### config.mk
export PLATFORM = sky130hd
export DESIGN_NAME = decoder_using_skid
export DESIGN_NICKNAME = d
export VERILOG_FILES = /design/src/rtl/decoder_pkg.sv /design/src/rtl/decoder_using_skid.sv
export SDC_FILE = /design/constraint.sdc
export NUM_CORES = 1
export LEC_CHECK = 0
export CAP_MARGIN = 5
export CORE_UTILIZATION = 40
export CTS_CLUSTER_SIZE = 14
export DETAILED_ROUTE_END_ITERATION = 8
export SKIP_CTS_REPAIR_TIMING = 1
export SLEW_MARGIN = 20
export SYNTH_ARGS = -nofsm -noshare
export SYNTH_HDL_FRONTEND = slang
export SYNTH_SLANG_ARGS = --single-unit
### constraint.sdc
create_clock -name clk -period 1.5 [get_ports clk]
set_input_delay 0.3 -clock clk [delete_from_list [all_inputs] [get_ports clk]]
set_output_delay 0.3 -clock clk [all_outputs]
set_load 0.01 [all_outputs]
### src/rtl/decoder_pkg.sv
// Shared types and the binary-to-one-hot decode used by the skid-buffered decoder.
package decoder_pkg;

    localparam int unsigned BIN_W = 4;
    localparam int unsigned OH_W  = 16;

    typedef enum logic [1:0] {
        EMPTY = 2'd0,
        ONE   = 2'd1,
        TWO   = 2'd2
    } dec_state_t;

    // A low enable yields an all-zero word rather than a one-hot code.
    function automatic logic [OH_W-1:0] onehot_decode(input logic [BIN_W-1:0] bin,
                                                      input logic             en);
        logic [OH_W-1:0] word;
        word = '0;
        if (en) begin
            word[bin] = 1'b1;
        end
        return word;
    endfunction

endpackage

### src/rtl/decoder_using_skid.sv
// Registered binary-to-one-hot decoder behind a 2-entry skid buffer so that
// in_ready comes straight from a flop while sustaining one word per cycle.
module decoder_using_skid #(
    parameter int unsigned BIN_W = decoder_pkg::BIN_W,
    parameter int unsigned OH_W  = decoder_pkg::OH_W
) (
    input  logic             clk,
    input  logic             reset_n,
    input  logic [BIN_W-1:0] binary_in,
    input  logic             enable,
    input  logic             in_valid,
    output logic             in_ready,
    output logic [OH_W-1:0]  decoder_out,
    output logic             out_valid,
    input  logic             out_ready
);
    import decoder_pkg::*;

    if (OH_W != 2 ** BIN_W) begin : g_width_check
        $error("decoder_using_skid: OH_W must equal 2**BIN_W");
    end

    dec_state_t      state_q, state_d;
    logic [OH_W-1:0] main_q, main_d;
    logic [OH_W-1:0] skid_q, skid_d;
    logic            in_ready_q, in_ready_d;
    logic            out_valid_q, out_valid_d;
    logic [OH_W-1:0] word_c;
    logic            in_xfer_c;
    logic            out_xfer_c;

    assign word_c     = onehot_decode(binary_in, enable);
    assign in_xfer_c  = in_valid && in_ready_q;
    assign out_xfer_c = out_valid_q && out_ready;

    // Next state and storage update; flags are precomputed from the next state
    // so they leave the block directly from flops.
    always_comb begin
        state_d = state_q;
        main_d  = main_q;
        skid_d  = skid_q;
        unique case (state_q)
            EMPTY: begin
                if (in_xfer_c) begin
                    state_d = ONE;
                    main_d  = word_c;
                end
            end
            ONE: begin
                if (in_xfer_c && !out_xfer_c) begin
                    state_d = TWO;
                    skid_d  = word_c;
                end else if (in_xfer_c && out_xfer_c) begin
                    main_d = word_c;
                end else if (out_xfer_c) begin
                    state_d = EMPTY;
                end
            end
            TWO: begin
                if (out_xfer_c) begin
                    state_d = ONE;
                    main_d  = skid_q;
                end
            end
            default: begin
                state_d = EMPTY;
            end
        endcase
        in_ready_d  = (state_d != TWO);
        out_valid_d = (state_d != EMPTY);
    end

    always_ff @(posedge clk or negedge reset_n) begin
        if (!reset_n) begin
            state_q     <= EMPTY;
            main_q      <= '0;
            skid_q      <= '0;
            in_ready_q  <= 1'b1;
            out_valid_q <= 1'b0;
        end else begin
            state_q     <= state_d;
            main_q      <= main_d;
            skid_q      <= skid_d;
            in_ready_q  <= in_ready_d;
            out_valid_q <= out_valid_d;
        end
    end

    assign in_ready    = in_ready_q;
    assign out_valid   = out_valid_q;
    assign decoder_out = main_q;

endmodule

== Word level (Yosys, flattened, before mapping) ==
Index checks and enable logic that the tools add are counted.
Widths: inputs -> output; s select.
Storage, ports and cells
  bits in registers: 36
  output and inout port bits: 18
Cells by class
  order comparisons: 2
  eq/ne operators: 7
  multiplexer cells: 14
  reductions and logical operators: 11
Operators with widths (number)
  $mux 16: 5
  $pmux 16 s3: 1
  $mux 2: 5
  $ne 2x2->1 const B: 5
  $pmux 2 s3: 1
  $logic_and 1x1->1: 5
  $lt 4x5->1 const B: 1
  $reduce_and 5->1: 1
  $demux 1 s4: 1
  $ge 4x1->1 const B: 1
  $reduce_bool 3->1: 1
  $eq 2x1->1 const B: 1
  $eq 2x2->1 const B: 1
  $logic_not 2->1: 1
  $reduce_and 2->1: 1
  $reduce_bool 2->1: 1
  $logic_not 1->1: 1
  $mux 1: 1

== Longest topological paths before layout ==
  depth after elaboration: 8
  depth in mapped cells: 5
  gate-level depth less buffers: 3

== Worst setup path before layout ==
OpenSTA, ideal clock, no wires.
  path kind: register -> register
  start point: reg in_ready_q, in the netlist in_ready
  end point: reg main_q[0], in the netlist decoder_out[0]
  library setup time: 125 ps
  arrival time: 1556 ps
  data required time: 1375 ps
  setup slack: -181 ps
  stages on the path, launching flop included: 5
  buffers on the path: 1
  period minus slack after synthesis: 1681 ps
  path through: dfstp_2 -> nand2_1 -> o32ai_4 -> buf_12 -> mux2_4
Between the ends
  word-level cells in the longest chain between the ends: 4
Ends and longest elaborated chain
  start: declaration: RTL line decoder_using_skid.sv:26  | logic in_ready_q, in_ready_d;
  start signal: assignment: RTL line decoder_using_skid.sv:84  | in_ready_q <= in_ready_d;
  $logic_and 1x1->1 (*): RTL line decoder_using_skid.sv:33  | assign in_xfer_c = in_valid && in_ready_q;
  $logic_and 1x1->1, on equally long branches: RTL line decoder_using_skid.sv:53, decoder_using_skid.sv:50
  $ne 2x2->1 (no source line)
  $reduce_and 5->1 (no source line) (*)
  end signal: assignment: RTL line decoder_using_skid.sv:82  | main_q <= main_d;
  end: declaration: RTL line decoder_using_skid.sv:24  | logic [OH_W-1:0] main_q, main_d;
Every way passes the cells marked *; elsewhere a longest branch is shown, timed or not.
A chain may end at the register's enable or synchronous reset.

== Final worst setup path ==
  start point: reg in_ready_q, in the netlist in_ready
  end point: reg main_q[15], in the netlist decoder_out[15]
Same word-level chain as after synthesis.

==> flow_metrics.tcl <==
set metrics [dict create \
    outcome "finished with violations" \
    violations "setup timing" \
    syn_to_final_growth_pct 40.0 \
    hpwl_um 2930 \
    avgSynthCellArea_um2 12.2 \
    cts_root_buf "clkbuf_8" \
    finalSetupTns_ns -1.47 \
    path_class "register to register" \
    drt_wl_total_um 4310 \
    max_freq_mhz 623 \
    syn-num-nets 162 \
    drive_gt1_share_pct 41.8 \
    skew_ns 0.00646 \
    die_x_um 70.3 \
    rows 24 \
    cts_buffers 5 \
    cts.sinks 36 \
    yosysWarnings 0 \
    place_area_um2 2380 \
    grt_overflow_total 0 \
    syn-instance-count 153 \
    critPathRequiredTime_ns 1.68 \
    wl_per_cell_um 16.6 \
    drc_errors 0 \
    hold_viol_final 0 \
    routabilityCongestion 0.812 \
    mostFrequentLayoutCells "33 x dfrtp_1, 29 x buf_4, 22 x mux2_2" \
    setup-violations-final 16 \
    yosys.area.top_type "dfrtp_1" \
    die_h_um 70.3 \
    hold_class "primary input to async pin" \
    rsz0062_at_grt "yes" \
    yosysSeqAreaShare_pct 48.4 \
    grt_max_degree 37 \
    nFillCells 360 \
    setup_slack_ns -0.104 \
    cap_violations 0 \
    grt_pass1_vias 1502 \
    holdWs_ns 0.380 \
    grt_pass1_wl_um 7340 \
    coreArea_um2 4410 \
    multi_input_area_um2 903 \
    gr-usage-all-layers_pct 19.1 \
    ios 27 \
    tightest_slew_ns 0.314 \
    io_buffers 26 \
    final_common_cell "dfrtp_1" \
    synth.area.top_cells "dfrtp_1 47%, mux2_2 13%, mux2_4 8.1%" \
    crit_fanout 5 \
    antenna_found_initial 0 \
    ys_ff_latch 36 \
    end_kind "register" \
    ir_drop_uv 572 \
    stdcell_area_um2 2610 \
    startpoint "in_ready" \
    synth_area_um2 1860 \
    cts_tree "yes" \
    synthDistinctLibCells 29 \
    detailroute.via_count 1430 \
    antenna_left 0 \
    fin_nets 216 \
    p_leak_uw 0.00147 \
    relSlewSlack_pct 78.9 \
    startpoint_type "register" \
    power_density_nw_per_um2 1380 \
    dr.pass1.iters 4 \
    initial_core_util_pct 42.2 \
    crit_arrival_ns 1.78 \
    synth.top_cell.area_share_pct 47.0 \
    dieArea_um2 4940 \
    finalMaxSlewViolations 0 \
    place_ws_ns -0.410 \
    min_period_over_period_pct 107 \
    insertedDiodeCount 0 \
    cts_buffer_depth 2 \
    cts.clk_slew.worst_paths_ns 0.07 \
    dp.cells 248 \
    fin_cells 260 \
    layout_min_cycle_time_ns 1.60 \
    clk_latency_ns 0.29 \
    first_iter_violations 96 \
    regArea_um2 905 \
    r2r-start "in_ready" \
    h-tree-depth 2 \
    vias_per_cell 5.50 \
]
[worst max-delay path: stages, from the launching register on]
cell,delay [ns]
dfstp_2,0.58
nand2_4,0.07
o32ai_4,0.25
buf_4,0.17
buf_6,0.12
mux2_4,0.29
[synthesized netlist by cell type (all sizes together)]
library cell   n
a21boi         1
a21o           1
a21oi          4
a31oi          1
and3b          1
and4           1
buf            8
clkbuf         5
dfrtp         35
dfstp          1
mux2          32
nand2          4
nand2b         3
nand3          1
nand3b        18
nor2          12
nor2b          1
nor3           4
o21ai          1
o22ai          1
o31ai         12
o32ai          1
o41ai          4
or3b           1
[per-layer routing]
layer / part of all wire (%) / global-route usage, % / vias to the layer above
li1: - / - / 665
met1: 48 / 26.2 / 718
met2: 46 / 29.3 / 43
met3: 5.3 / 3.46 / 4
met4: 0.93 / 8.44 / 0
met5: 0 / 0 / -
[state kept, by name, indices dropped and copies added (netlist names)]
register	cells
out_valid	1
state_q	2
in_ready	1
decoder_out	16
skid_q	16
[area by class of cell]
cell class	count	area share, %
clock buffers	7	3.69
flip-flops and latches	36	34.7
clock inverters	1	1.15
multi-input cells	104	34.6
repair buffers	60	23.4
well taps	52	2.49
[logic make-up after synthesis]
kind of cell	synth area share, %
mux	21.3
simple gates	14.9
flops	48.4
compound gates	11.3
buf+inv	4.09
[power breakdown]
part / leakage, µW / internal, µW / total (µW) / switching [µW]
combinational: 0.000914 / 766 / 1360 / 599
clock: 0.0000645 / 587 / 932 / 345
sequential: 0.000488 / 1170 / 1300 / 133
[worst paths after layout]
check | endpoint | slack [ns] | cells past startpoint
worst min register to register | decoder_out[4] | 0.50 | 1
worst max register to register | decoder_out[15] | -0.10 | 5
min in group clk | state_q[1] | 0.43 | 3
max in group asynchronous | in_ready | 0.88 | 2
worst min-delay path | decoder_out[2] | 0.38 | 2
worst max-delay path | decoder_out[15] | -0.10 | 5
[through the flow]
| stage | total power, µW | util, % |
|---|---|---|
| after floorplan | 2090 | - |
| after global placement | 2580 | 53.9 |
| after detailed placement | 2610 | 53.9 |
| after CTS | 3560 | 56.8 |
| after global routing | 3780 | 59.1 |
| final | 3600 | 59.1 |
(Power assumes the default switching activity.)
